[src/rtl/fetch_pkg.sv]
`default_nettype none
// ============================================================================
// Module   : fetch_pkg
// Purpose  : Shared definitions for the instruction fetch block: FSM state
//            encoding, program-counter step, queue entry layout and a
//            small address-alignment helper.
// Revision : 1.0 - initial release
// ============================================================================
package fetch_pkg;

  // Fetch request tracking state.
  //   ST_IDLE    : nothing outstanding at the instruction memory
  //   ST_WAIT    : request outstanding, its data will be queued
  //   ST_DISCARD : request outstanding, its data will be thrown away
  typedef enum logic [1:0] {
    ST_IDLE    = 2'd0,
    ST_WAIT    = 2'd1,
    ST_DISCARD = 2'd2
  } fetch_state_e;

  // Byte distance between consecutive instruction words.
  localparam logic [31:0] PC_STEP = 32'd4;

  // One instruction queue entry: {pc, inst} as a 64-bit word.
  typedef struct packed {
    logic [31:0] pc;
    logic [31:0] inst;
  } fetch_entry_t;

  // Force a byte address onto a word boundary.
  function automatic logic [31:0] align_pc(input logic [31:0] pc);
    return {pc[31:2], 2'b00};
  endfunction

endpackage
`default_nettype wire

[src/rtl/fetch_if.sv]
`default_nettype none
// ============================================================================
// Module   : fetch_if
// Purpose  : Bundles the instruction-memory request channel, the redirect
//            input and the decode-side instruction channel of the fetch unit.
//   master : fetch unit view (drives imem_req/imem_addr and inst_*)
//   slave  : environment view (memory, branch unit and decode stage)
// Signals  : imem_req, imem_addr[31:0], imem_ack, imem_data[31:0],
//            redirect, redirect_pc[31:0], inst_valid, inst[31:0],
//            inst_pc[31:0], inst_ready
// Revision : 1.0 - initial release
// ============================================================================
interface fetch_if;

  logic        imem_req;
  logic [31:0] imem_addr;
  logic        imem_ack;
  logic [31:0] imem_data;
  logic        redirect;
  logic [31:0] redirect_pc;
  logic        inst_valid;
  logic [31:0] inst;
  logic [31:0] inst_pc;
  logic        inst_ready;

  modport master (
    output imem_req,
    output imem_addr,
    input  imem_ack,
    input  imem_data,
    input  redirect,
    input  redirect_pc,
    output inst_valid,
    output inst,
    output inst_pc,
    input  inst_ready
  );

  modport slave (
    input  imem_req,
    input  imem_addr,
    output imem_ack,
    output imem_data,
    output redirect,
    output redirect_pc,
    input  inst_valid,
    input  inst,
    input  inst_pc,
    output inst_ready
  );

endinterface
`default_nettype wire

[src/rtl/fetch_queue.sv]
`default_nettype none
// ============================================================================
// Module   : fetch_queue
// Purpose  : Synchronous FIFO of fetched {pc, inst} entries. Head entry is
//            presented combinationally from storage, so a push is visible
//            the cycle after its clock edge. Flush empties the queue.
// Ports    : clk, rst      - clock, synchronous active-high reset
//            i_push/i_data - write one entry
//            i_pop         - retire the head entry (ignored when empty)
//            i_flush       - discard all entries (wins over push/pop)
//            o_head        - current head entry
//            o_count       - number of stored entries, 0..DEPTH
// Revision : 1.0 - initial release
// ============================================================================
module fetch_queue
  import fetch_pkg::*;
#(
  parameter int DEPTH = 4
) (
  input  logic                     clk,
  input  logic                     rst,
  input  logic                     i_push,
  input  fetch_entry_t             i_data,
  input  logic                     i_pop,
  input  logic                     i_flush,
  output fetch_entry_t             o_head,
  output logic [$clog2(DEPTH):0]   o_count
);

  localparam int c_aw = $clog2(DEPTH);
  localparam logic [c_aw:0] c_full = (c_aw + 1)'(DEPTH);

  fetch_entry_t    r_mem [DEPTH];
  logic [c_aw-1:0] r_wr_ptr;
  logic [c_aw-1:0] r_rd_ptr;
  logic [c_aw:0]   r_count;
  logic            w_do_push;
  logic            w_do_pop;

  assign w_do_pop  = i_pop && (r_count != '0);
  // A full queue can still accept a push when the head leaves in the same cycle.
  assign w_do_push = i_push && ((r_count != c_full) || w_do_pop);

  // DEPTH is a power of two, so the pointers wrap by natural overflow.
  always_ff @(posedge clk) begin
    if (rst || i_flush) begin
      r_wr_ptr <= '0;
      r_rd_ptr <= '0;
      r_count  <= '0;
    end else begin
      if (w_do_push) r_wr_ptr <= r_wr_ptr + c_aw'(1);
      if (w_do_pop)  r_rd_ptr <= r_rd_ptr + c_aw'(1);
      case ({w_do_push, w_do_pop})
        2'b10:   r_count <= r_count + (c_aw + 1)'(1);
        2'b01:   r_count <= r_count - (c_aw + 1)'(1);
        default: r_count <= r_count;
      endcase
    end
  end

  // Storage needs no reset; occupancy is tracked by r_count.
  always_ff @(posedge clk) begin
    if (w_do_push) r_mem[r_wr_ptr] <= i_data;
  end

  assign o_head  = r_mem[r_rd_ptr];
  assign o_count = r_count;

endmodule
`default_nettype wire

[src/rtl/fetch_unit.sv]
`default_nettype none
// ============================================================================
// Module   : fetch_unit
// Purpose  : Instruction fetch front end. Issues one word-aligned request
//            at a time to instruction memory, queues returned words with
//            their addresses and hands them to decode. A redirect flushes
//            the queue and restarts fetching at the new address; data from
//            a request already in flight at that moment is dropped.
// Ports    : clk          - rising-edge clock
//            rst          - synchronous active-high reset
//            bus (master) - imem_req/imem_addr/imem_ack/imem_data,
//                           redirect/redirect_pc,
//                           inst_valid/inst/inst_pc/inst_ready
// Params   : QDEPTH   - queue depth, power of two in 2..16
//            RESET_PC - fetch address after reset
// Revision : 1.0 - initial release
// ============================================================================
module fetch_unit
  import fetch_pkg::*;
#(
  parameter int          QDEPTH   = 4,
  parameter logic [31:0] RESET_PC = 32'h0
) (
  input  logic     clk,
  input  logic     rst,
  fetch_if.master  bus
);

  localparam int c_cw = $clog2(QDEPTH) + 1;
  localparam logic [c_cw-1:0] c_full = c_cw'(QDEPTH);

  fetch_state_e    r_state;
  logic [31:0]     r_fetch_pc;
  logic [31:0]     r_req_addr;

  logic [c_cw-1:0] w_count;
  fetch_entry_t    w_head;
  fetch_entry_t    w_push_data;
  logic            w_issue;
  logic            w_req;
  logic            w_ack;
  logic            w_push;
  logic            w_pop;
  logic            w_valid;
  logic [31:0]     w_addr;

  // A new request may leave IDLE only with a free queue slot; that slot is
  // effectively reserved because nothing else can push until it returns.
  assign w_issue = !rst && (r_state == ST_IDLE) && (w_count < c_full) && !bus.redirect;
  assign w_req   = !rst && (w_issue || (r_state != ST_IDLE));

  // While a request is outstanding its address is held in r_req_addr, since
  // a redirect during WAIT/DISCARD moves r_fetch_pc but must not move the bus.
  assign w_addr  = (r_state == ST_IDLE) ? r_fetch_pc : r_req_addr;

  // An ack on the cycle of issue completes the request immediately.
  assign w_ack   = w_req && bus.imem_ack;
  assign w_push  = w_ack && !bus.redirect && (r_state != ST_DISCARD);

  assign w_valid = !rst && (w_count != '0);
  assign w_pop   = w_valid && bus.inst_ready && !bus.redirect;

  assign w_push_data.pc   = w_addr;
  assign w_push_data.inst = bus.imem_data;

  fetch_queue #(
    .DEPTH (QDEPTH)
  ) u_queue (
    .clk     (clk),
    .rst     (rst),
    .i_push  (w_push),
    .i_data  (w_push_data),
    .i_pop   (w_pop),
    .i_flush (bus.redirect),
    .o_head  (w_head),
    .o_count (w_count)
  );

  always_ff @(posedge clk) begin
    if (rst) begin
      r_state    <= ST_IDLE;
      r_fetch_pc <= RESET_PC;
      r_req_addr <= RESET_PC;
    end else begin
      if (bus.redirect) begin
        r_fetch_pc <= align_pc(bus.redirect_pc);
      end else if (w_push) begin
        r_fetch_pc <= w_addr + PC_STEP;
      end

      case (r_state)
        ST_IDLE: begin
          if (w_issue) begin
            r_req_addr <= r_fetch_pc;
            if (!bus.imem_ack) r_state <= ST_WAIT;
          end
        end
        ST_WAIT: begin
          if (bus.imem_ack)      r_state <= ST_IDLE;
          else if (bus.redirect) r_state <= ST_DISCARD;
        end
        ST_DISCARD: begin
          if (bus.imem_ack) r_state <= ST_IDLE;
        end
        default: r_state <= ST_IDLE;
      endcase
    end
  end

  assign bus.imem_req   = w_req;
  assign bus.imem_addr  = w_addr;
  assign bus.inst_valid = w_valid;
  assign bus.inst       = w_head.inst;
  assign bus.inst_pc    = w_head.pc;

endmodule
`default_nettype wire

[src/flat_wrapper.sv]
// flat-port wrapper written by rule: the top's interface ports become plain ports
module fetch_unit_flat import fetch_pkg::*;
#(
  parameter int          QDEPTH   = 4,
  parameter logic [31:0] RESET_PC = 32'h0
)
  (clk, rst, bus_imem_req, bus_imem_addr, bus_imem_ack, bus_imem_data, bus_redirect, bus_redirect_pc, bus_inst_valid, bus_inst, bus_inst_pc, bus_inst_ready);
  fetch_if bus_i ();
  input  logic clk;
  input  logic rst;
  output wire logic [$bits(bus_i.imem_req)-1:0] bus_imem_req;
  output wire logic [$bits(bus_i.imem_addr)-1:0] bus_imem_addr;
  input wire logic [$bits(bus_i.imem_ack)-1:0] bus_imem_ack;
  input wire logic [$bits(bus_i.imem_data)-1:0] bus_imem_data;
  input wire logic [$bits(bus_i.redirect)-1:0] bus_redirect;
  input wire logic [$bits(bus_i.redirect_pc)-1:0] bus_redirect_pc;
  output wire logic [$bits(bus_i.inst_valid)-1:0] bus_inst_valid;
  output wire logic [$bits(bus_i.inst)-1:0] bus_inst;
  output wire logic [$bits(bus_i.inst_pc)-1:0] bus_inst_pc;
  input wire logic [$bits(bus_i.inst_ready)-1:0] bus_inst_ready;
  assign bus_imem_req = bus_i.imem_req;
  assign bus_imem_addr = bus_i.imem_addr;
  assign bus_i.imem_ack = bus_imem_ack;
  assign bus_i.imem_data = bus_imem_data;
  assign bus_i.redirect = bus_redirect;
  assign bus_i.redirect_pc = bus_redirect_pc;
  assign bus_inst_valid = bus_i.inst_valid;
  assign bus_inst = bus_i.inst;
  assign bus_inst_pc = bus_i.inst_pc;
  assign bus_i.inst_ready = bus_inst_ready;
  fetch_unit #(.QDEPTH(QDEPTH), .RESET_PC(RESET_PC)) u_core (.clk(clk), .rst(rst), .bus(bus_i));
endmodule
[config.mk]
export PLATFORM = sky130hd
export DESIGN_NAME = fetch_unit_flat
export DESIGN_NICKNAME = d
export VERILOG_FILES = /design/src/rtl/fetch_pkg.sv /design/src/rtl/fetch_if.sv /design/src/rtl/fetch_queue.sv /design/src/rtl/fetch_unit.sv /design/src/flat_wrapper.sv
export SDC_FILE = /design/constraint.sdc
export NUM_CORES = 1
export LEC_CHECK = 0
export CAP_MARGIN = 20
export CORE_ASPECT_RATIO = 0.7
export CORE_MARGIN = 4
export CORE_UTILIZATION = 53
export DETAILED_ROUTE_END_ITERATION = 8
export GPL_TIMING_DRIVEN = 0
export PLACE_DENSITY_LB_ADDON = 0.25
export REMOVE_ABC_BUFFERS = 1
export SYNTH_ARGS = -nofsm -noshare
export SYNTH_HDL_FRONTEND = slang
export SYNTH_SLANG_ARGS = --single-unit
[constraint.sdc]
create_clock -name clk -period 5.3 [get_ports clk]
set_input_delay 0.53 -clock clk [delete_from_list [all_inputs] [get_ports clk]]
set_output_delay 0.53 -clock clk [all_outputs]
set_load 0.01 [all_outputs]
== After elaboration in Yosys (flattened, before gate mapping) ==
Memory sizes are Yosys's and may differ from the RTL's. A register that Yosys moved wholly into a read port is not among the register bits.
Index checks and enable logic that the tools add are counted.

* Bits in writable memories: 256
* Word-level logic and storage cells: 63
* Flip-flop bits (word level): 73
* Input bits: 69
* Memories kept: 1
* Output and inout port bits: 98

{| class="wikitable"
|+ Memories
! name !! depth !! bits a word !! read ports !! clocked after memory_dff !! wr ports !! line !! RTL
|-
| u_core.u_queue.r_mem || 4 || 64 || 1 || 1 || 1 || fetch_queue.sv:33 || <nowiki>fetch_entry_t r_mem [DEPTH];</nowiki>
|}

* Reduce and logical (&&, ||, !) cells: 25
* Equal/unequal tests: 10
* $lt $le $gt $ge: 1
* Add/sub/neg operators: 5
* Muxes and demuxes: 14

{| class="wikitable"
|+ Operators with widths
! kind !! number
|-
| $mux 32 || 3
|-
| $add 32x3->32 const B || 1
|-
| $mux 2 || 7
|-
| $logic_and 1x1->1 || 12
|-
| $ne 2x2->1 const B || 3
|-
| $ne 3x3->1 const B || 2
|-
| $pmux 2 s3 || 1
|-
| $pmux 3 s2 || 1
|-
| $reduce_bool 2->1 || 3
|-
| $add 2x1->2 const B || 2
|-
| $eq 2x1->1 const B || 2
|-
| $eq 2x2->1 const B || 2
|-
| $reduce_and 4->1 || 1
|-
| $add 3x1->3 const B || 1
|-
| $logic_or 1x1->1 || 3
|-
| $lt 3x3->1 const B || 1
|-
| $reduce_bool 3->1 || 1
|-
| $sub 3x1->3 const B || 1
|-
| $logic_not 1->1 || 2
|-
| $logic_not 2->1 || 1
|-
| $mux 1 || 2
|-
| $ne 2x1->1 const B || 1
|-
| $reduce_and 2->1 || 1
|-
| $reduce_or 2->1 || 1
|}

== Longest topological paths before layout ==
Gate-level depths: netlist of the first run.

* Word-level depth: 12
* Gate-level depth with buffers: 14
* Depth with buffers taken out: 9

== Hierarchy ==
From an unflattened synthesis of the first run, not the netlist that was laid out.

* Cell total of the unflattened synthesis: 891
* Area, all modules: 13615.6 µm²

{| class="wikitable"
|+ Modules (own cells, without submodules)
! module !! cells each !! area each (µm²) !! seq. area each (µm²) !! times used
|-
| fetch_queue || 389 || 9728.1 || 7867.5 || 1
|-
| fetch_unit || 502 || 3887.5 || 1321.3 || 1
|}

== Least setup slack after synthesis of the first run ==
Ideal clock, no wire load.

* Path kind: flip-flop to flip-flop
* Start: register u_core.r_state[0]
* End: register u_core.r_fetch_pc[24]
* Cell stages (with the launch flop): 15
* Data required time: 5.221 ns
* Arrival time: 3.258 ns
* Setup slack: 1.963 ns
* Period minus slack after synthesis: 3.337 ns
* Setup time: 0.079 ns
* Buffers on the path: 5
* Cell sequence: dfxtp_1 -> buf_6 -> buf_8 -> buf_6 -> nor2_2 -> clkbuf_1 -> buf_1 -> nand2_1 -> nand2_1 -> ha_1 -> nand3_1 -> o22ai_1 -> nand2_1 -> or4_1 -> o211ai_1

* Elaborated cells on any way between the ends: 16
* Classes of those cells: 1 x add/sub; 1 x eq/ne; 3 x mux; 11 x reduce/logical

{| class="wikitable"
|+ RTL lines
! item !! line !! RTL
|-
| start: declaration || fetch_unit.sv:32 || <nowiki>fetch_state_e r_state;</nowiki>
|-
| start signal: assignment || fetch_unit.sv:81 || <nowiki>r_state <= ST_IDLE;</nowiki>
|-
| start signal: assignment || fetch_unit.sv:95 || <nowiki>if (!bus.imem_ack) r_state <= ST_WAIT;</nowiki>
|-
| start signal: assignment || fetch_unit.sv:99 || <nowiki>if (bus.imem_ack) r_state <= ST_IDLE;</nowiki>
|-
| $logic_not 2->1 || fetch_unit.sv:54 || <nowiki>assign w_addr = (r_state == ST_IDLE) ? r_fetch_pc : r_req_addr;</nowiki>
|-
| $mux 32 || fetch_unit.sv:54 ||
|-
| net bus_imem_addr[3] || flat_wrapper.sv:12 || <nowiki>output wire logic [$bits(bus_i.imem_addr)-1:0] bus_imem_addr;</nowiki>
|-
| $add 32x3->32 || fetch_unit.sv:88 || <nowiki>r_fetch_pc <= w_addr + PC_STEP;</nowiki>
|-
| $mux 32 || fetch_unit.sv:87 || <nowiki>end else if (w_push) begin</nowiki>
|-
| $mux 32 || fetch_unit.sv:85 || <nowiki>if (bus.redirect) begin</nowiki>
|-
| end signal: assignment || fetch_unit.sv:86 || <nowiki>r_fetch_pc <= align_pc(bus.redirect_pc);</nowiki>
|-
| end signal: assignment || fetch_unit.sv:88 ||
|-
| end: declaration || fetch_unit.sv:33 || <nowiki>logic [31:0] r_fetch_pc;</nowiki>
|}

The timed path passes the listed nets, and every way through them passes these cells. The select of a mux whose other input is x is not followed.
A chain may end at the register's enable or synchronous reset.

== Worst setup path after layout of the first run ==
* Start: register u_core.r_state[1]
* End: output port bus_imem_req

* Cells in the longest elaborated chain, start to end: 6
* Elaborated cells on any way between the ends: 7
* Classes of those cells: 7 x reduce/logical

{| class="wikitable"
|+ Ends and longest elaborated chain
! item !! line !! RTL
|-
| $logic_not 2->1 || fetch_unit.sv:49 || <nowiki>assign w_issue = !rst && (r_state == ST_IDLE) && (w_count < c_full) && !bus.redirect;</nowiki>
|-
| $logic_and 1x1->1 (3 in series) || fetch_unit.sv:49 ||
|-
| $logic_or 1x1->1 (*) || fetch_unit.sv:50 || <nowiki>assign w_req = !rst && (w_issue || (r_state != ST_IDLE));</nowiki>
|-
| $logic_and 1x1->1 (*) || fetch_unit.sv:50 ||
|-
| end: declaration || flat_wrapper.sv:11 || <nowiki>output wire logic [$bits(bus_i.imem_req)-1:0] bus_imem_req;</nowiki>
|}

Mark *: on every way between the ends. The rest lies on a longest branch, timed or not.

==> results.yml, run 1 <==
synth:
  synth.area.top_cells: "edfxtp_1 (57%), dfxtp_1 (11%), mux4_2 (11%), nand2_1 (4.0%), a21oi_1 (1.7%)"
  avgSynthCellArea_um2: 15.16
  synth_area_mm2: 0.01357
  synth.distinct_cells: 57
  synth-main-ff-cell: "edfxtp_1"
  synth_top_area_share_pct: 56.66
  yosysTopAreaCell: "edfxtp_1"
  ys_warn_count: 0
  postSynthCellCount: 895
  synth-seq-cells: 331
  async_flop_share_pct: 0
  synth_edf_count: 256
  yosysSeqAreaShare_pct: 67.73
grt:
  grt_pass1_wl_um: 48160
  track_usage_pct: 21.81
  first_global_vias: 8411
  grt_max_degree: 49
  antenna_found_initial: 1
  grt_overflow: 0
route:
  wl_met1_um: 13790
  wl_um: 30850
  vias: 8355
  top_layer_used: "met5"
  via_per_inst: 5.947
  wl_met2_um: 14000
  drt_pass1_iterations: 5
  drc: 0
  routed-wl-met3_um: 2421
  wl_per_cell_um: 21.96
  drt_iter0_drc: 655
  antenna_left: 0
clock_tree:
  htreeDepth: 1
  clkLatencyLatePin_ns: 0.57
  clk_pin_slew_ns: 0.07
  cts_repair_resize_count: 0
  numCtsBuffers: 31
  cts_num_sinks: 331
  cts_tree: "yes"
  clockBufferDepth: 3
  cts_setup_buffers: 0
  cts_hold_buf: 0
  clockRootBuffer: "clkbuf_16"
pwr:
  peakVddDrop_mv: 0.3065
  p_total_mw: 5.431
  powerDensity_mw_per_mm2: 324.3
  leakagePower_nw: 5.412
place:
  place_area_mm2: 0.01573
  post-place-ws_ns: 1.479
  place_inst: 1347
  hpwl_um: 18990
  portBuffers: 164
  gp_congestion: 0.8000
setup_path:
  cp.buffers_inverters: 2
  r2r_cells: 9
  cp_cell_sequence: "nor2_2 > nand3_1 > buf_16 > a21oi_1 > clkdlybuf4s50_1"
  rrSetupSlack_ns: 1.50
  slowest_delay_ns: 0.80
  crit_arrival_ns: 3.79
  cp_num_cells: 5
  worstPathRequired_ns: 4.77
  crit_slowest_cell: "nand3_1"
  setup.worst_path.end: "bus_imem_req"
  cp-end-kind: "output pin"
  rr_endpoint: "u_core.r_fetch_pc[30]"
  cp-startpoint: "u_core.r_state[1]"
  path_max_fanout: 18
  r2r-start: "u_core.r_state[1]"
  crit_path_start_kind: "flop"
  critical_path_class: "flop to output pin"
  crit_family: "simple AND/OR/NAND/NOR gates"
layout:
  fin_util_pct: 67.19
  nets: 1130
  fin_area_mm2: 0.01675
  syn2layout_area_growth_pct: 23.44
  diodes: 0
  final_cells: 1405
  drive_gt1_share_pct: 14.72
die:
  dieArea_mm2: 0.02826
  rows: 48
  initial_utilization_pct: 54.43
  die_w_um: 199.2
  ios: 167
  core_mm2: 0.02492
  die_h_um: 141.9
sta:
  hold_viol: 0
  max_freq_ghz: 0.2315
  drv_slew: 0
  hold_ws_ns: 0.4123
  grt_setup_unrepaired: "no"
  final.period_utilization_pct: 81.52
  setup_ws_ns: 0.9797
  fin_crit_ns: 4.320
  tightest_slew_ns: 1.320
  fin_tns_setup_ns: 0
  setup_viol: 0
  fin_worst_skew_ns: 0.02501
  slew-limit-headroom_pct: 11.99
job:
  maxCapViolCount: 0
min_path:
  hold_class: "input pin to flop"
status:
  status: "complete, no violations"
==> layout make-up <==
class / count / area, um^2
clock buffers: 40 / 839.6
clock inverters: 18 / 177.7
fillers: 1714 / 8177
inverters: 10 / 37.54
multi-input cells: 499 / 4101
flip-flops and latches: 331 / 9196
well taps: 325 / 406.6
repair buffers: 182 / 1988
==> where the power goes <==
| part | switching [mW] | internal (mW) |
|---|---|---|
| clock network | 0.949 | 1.27 |
| logic | 0.178 | 0.172 |
| registers | 0.0293 | 2.84 |
| total | 1.16 | 4.27 |
==> synth_stat cells (all sizes together) (3+ instances only) <==
library cell and number:
ha 5, xor2 15, a222oi 4, or4bb 9
nor3 3, and2 4, or3b 6, o22ai 15
a31oi 6, nand2 144, dfxtp 75, nand3 14
mux2 10, o211ai 21, nor2b 16, o21ai 10
or4 3, nor2 12, a22oi 31, xnor2 6
nor3b 3, mux2i 4, nand4 11, a21oi 46
nand4bb 5, mux4 64, edfxtp 256, inv 10
clkbuf 33, and3 6, buf 22, o32ai 5
==> layer usage <==
metal | GRT usage (%) | vias up
met1 | 32.69 | 4177
met2 | 32.80 | 297
li1 | - | 3825
met5 | 0 | -
met3 | 5.554 | 54
met4 | 4.676 | 2
==> state kept, by name, summed over array words and instances (netlist names), named ones only <==
signal,flops
u_core.r_fetch_pc,32
u_core.u_queue.r_wr_ptr,2
u_core.u_queue.r_rd_ptr,2
u_core.u_queue.o_count,3
u_core.r_state,2
u_core.u_queue.r_mem,256
u_core.r_req_addr,32
==> cells by family (layout without fill, tap and decap cells) <==
| kind of cell | count (synthesis) | after routing | share of synthesized area, % |
|---|---|---|---|
| simple gates | 243 | 243 | 8.983 |
| buf+inv | 65 | 250 | 2.186 |
| flops | 331 | 331 | 67.73 |
| compound gates | 151 | 151 | 7.387 |
| xor+xnor | 21 | 21 | 1.356 |
| fa+ha+maj | 6 | 6 | 0.6087 |
| mux | 78 | 78 | 11.75 |
==> placed cells by master, fill, tap and decap left out, types with 8 or more instances in the layout <==
master / netlist / layout
o211ai_1: 21 / 21
xor2_1: 15 / 15
nor2b_1: 16 / 16
buf_16: 0 / 8
nor2_1: 11 / 11
nand3_1: 14 / 13
or4bb_1: 9 / 9
clkdlybuf4s50_1: 0 / 162
o21ai_0: 10 / 10
inv_1: 10 / 10
a21oi_1: 46 / 46
nand4_1: 10 / 10
nand2_1: 144 / 144
o22ai_1: 15 / 15
mux4_2: 64 / 64
mux2_2: 10 / 10
a22oi_1: 30 / 30
edfxtp_1: 256 / 256
dfxtp_1: 75 / 73
clkbuf_16: 0 / 31
==> how the worst min path moves through the flow <==
stage / from / endpoint / cells after the start
finish: rst / u_core.r_req_addr[7] / 2
global route: rst / u_core.r_fetch_pc[12] / 2
CTS: rst / u_core.r_req_addr[5] / 2
detailed placement: u_core.r_req_addr[1] / u_core.r_req_addr[1] / 2
global placement: u_core.r_req_addr[1] / u_core.r_req_addr[1] / 2
floorplan: u_core.r_req_addr[8] / u_core.r_req_addr[8] / 2
==> worst register-to-register path: cells and delay by family, from the launching register on <==
kind,cells,cell delay [ns]
adders and majority gates,1,0.27
DFF,1,0.79
AOI/OAI and AO/OA,2,0.81
and+or+nand+nor,6,1.83
Note: power is estimated with default switching activity, not from simulation.
==> inputs of run 2 (changes only) <==
==> constraint.sdc (replaced) <==
create_clock -name clk -period 4.3 [get_ports clk]
set_input_delay 0.43 -clock clk [delete_from_list [all_inputs] [get_ports clk]]
set_output_delay 0.43 -clock clk [all_outputs]
set_load 0.01 [all_outputs]
==> run 2 against run 1 <==
Clock power up 23%. Final area about the same. Non-clock buffer count did not move. Clock-buffer cell count stayed put. Via count about the same. Core utilization is essentially flat. Worst setup slack got worse by 0.62 ns. Sequential power increased by 23%. First-iteration DRC count is 1.4% higher. Critical endpoint unchanged.
==> results.yml, run 2 (synthesis gave the netlist of run 1 again) <==
min_path:
  hold_class: "input pin to flop"
  holdPathStages: 2
place:
  place_inst: 1347
  hpwl_um: 18990
  gp_congestion: 0.8000
  portBuffers: 164
pwr:
  leakagePower_nw: 5.414
  p_total_mw: 6.693
  powerDensity_mw_per_mm2: 399.6
  peakVddDrop_mv: 0.3777
sta:
  final.period_utilization_pct: 91.64
  fin_crit_ns: 3.940
  slew-limit-headroom_pct: 13.87
  fin_worst_skew_ns: 0.02064
  max_freq_ghz: 0.2538
  setup_viol: 0
  grt_setup_unrepaired: "no"
  tightest_slew_ns: 1.292
  drv_slew: 0
  hold_viol: 0
die:
  initial_utilization_pct: 54.43
  dieArea_mm2: 0.02826
  rows: 48
  die_h_um: 141.9
  core_mm2: 0.02492
  ios: 167
  die_w_um: 199.2
clock_tree:
  clk_pin_slew_ns: 0.07
  cts_num_sinks: 331
  clkLatencyLatePin_ns: 0.57
  clockRootBuffer: "clkbuf_16"
  cts_tree: "yes"
  numCtsBuffers: 31
  htreeDepth: 1
  clockBufferDepth: 3
  cts_hold_buf: 0
setup_path:
  cp_cell_sequence: "nor2_2 > nand3_2 > buf_16 > a21oi_1 > clkdlybuf4s50_1"
  slowest_delay_ns: 0.72
  r2r_cells: 9
  critical_path_class: "flop to output pin"
  worstPathRequired_ns: 3.87
  cp-end-kind: "output pin"
  crit_path_start_kind: "flop"
  crit_arrival_ns: 3.51
  path_max_fanout: 18
  crit_slowest_cell: "nor2_2"
route:
  drt_iter0_drc: 664
  vias: 8349
  wl_per_cell_um: 21.94
  antenna_left: 0
  wl_um: 30820
  drc: 0
  drt_pass1_iterations: 5
  via_per_inst: 5.942
grt:
  grt_pass1_wl_um: 48160
  antenna_found_initial: 1
  first_global_vias: 8411
  grt_overflow: 0
  track_usage_pct: 21.81
  grt_max_degree: 49
layout:
  top_register: "u_core.u_queue.r_mem"
  drive_gt1_share_pct: 14.81
  reg_top3: "u_core.u_queue.r_mem x256, u_core.r_fetch_pc x32, u_core.r_req_addr x32"
  final_common_cell: "edfxtp_1"
  final_cell_mix: "edfxtp_1 (256), clkdlybuf4s50_1 (162), nand2_1 (144)"
  largest_reg_flops: 256
  diodes: 0
  nets: 1130
  syn2layout_area_growth_pct: 23.48
  final_cells: 1405
status:
  status: "complete, no violations"
job:
  maxCapViolCount: 0
-- run 2: report_power, final --
group / internal [mW] / leakage (nW) / switching (mW)
sequential: 3.49 / 2.94 / 0.0360
combinational: 0.213 / 1.99 / 0.219
clock: 1.56 / 0.490 / 1.17
total: 5.27 / 5.41 / 1.42
-- run 2: area by class of cell --
| type | instances | area (um^2) |
|---|---|---|
| fill | 1715 | 8172 |
| multi-input combinational | 499 | 4106 |
| timing repair buffer | 182 | 1988 |
| inverter | 10 | 37.54 |
| clock buffer | 40 | 839.6 |
| tap | 325 | 406.6 |
| sequential | 331 | 9196 |
| clock inverter | 18 | 177.7 |
-- run 2: timing repair --
action / CTS / global route
gates resized for setup: 0 / 1
setup endpoints to repair: 0 / 1
setup buffers: 0 / 0
hold endpoints to repair: 0 / 0
-- run 2: critical path, delay by kind of cell, from the launching register on --
| kind | cells | cell delay (ns) |
|---|---|---|
| compound gates | 1 | 0.19 |
| simple gates | 2 | 1.29 |
| flops | 1 | 0.54 |
| buf+inv | 2 | 0.90 |
-- run 2: per-stage QoR --
step           setup WS, ns  area (um^2)  utilization (%)  setup TNS [ns]  hold slack, ns
2_1_floorplan        0.4560        13310                -               0          0.4268
3_3_place_gp         -2.697        15360            61.61         -877.05          0.4426
3_5_place_dp         0.5787        15730            63.11               0          0.4558
4_1_cts            0.007143        16750            67.19               0          0.2725
5_1_grt              0.2071        16750            67.21               0          0.3064
6_report             0.3597        16750            67.21               0          0.3112
-- run 2: final timing paths --
| path | slack (ns) | endpoint | start |
|---|---|---|---|
| max | 0.36 | bus_imem_req | u_core.r_state[1] |
| min | 0.31 | u_core.r_req_addr[7] | rst |
| max reg2reg | 0.48 | u_core.r_fetch_pc[30] | u_core.r_state[1] |
| min reg2reg | 0.46 | u_core.r_req_addr[8] | u_core.r_req_addr[8] |
-- run 2: per-layer routing --
layer	vias up	global-route usage, %	share of wire [%]
met4	2	4.676	2.0
met1	4182	32.69	44
met5	-	0	0.042
li1	3824	-	-
met3	55	5.554	8.0
met2	286	32.80	46
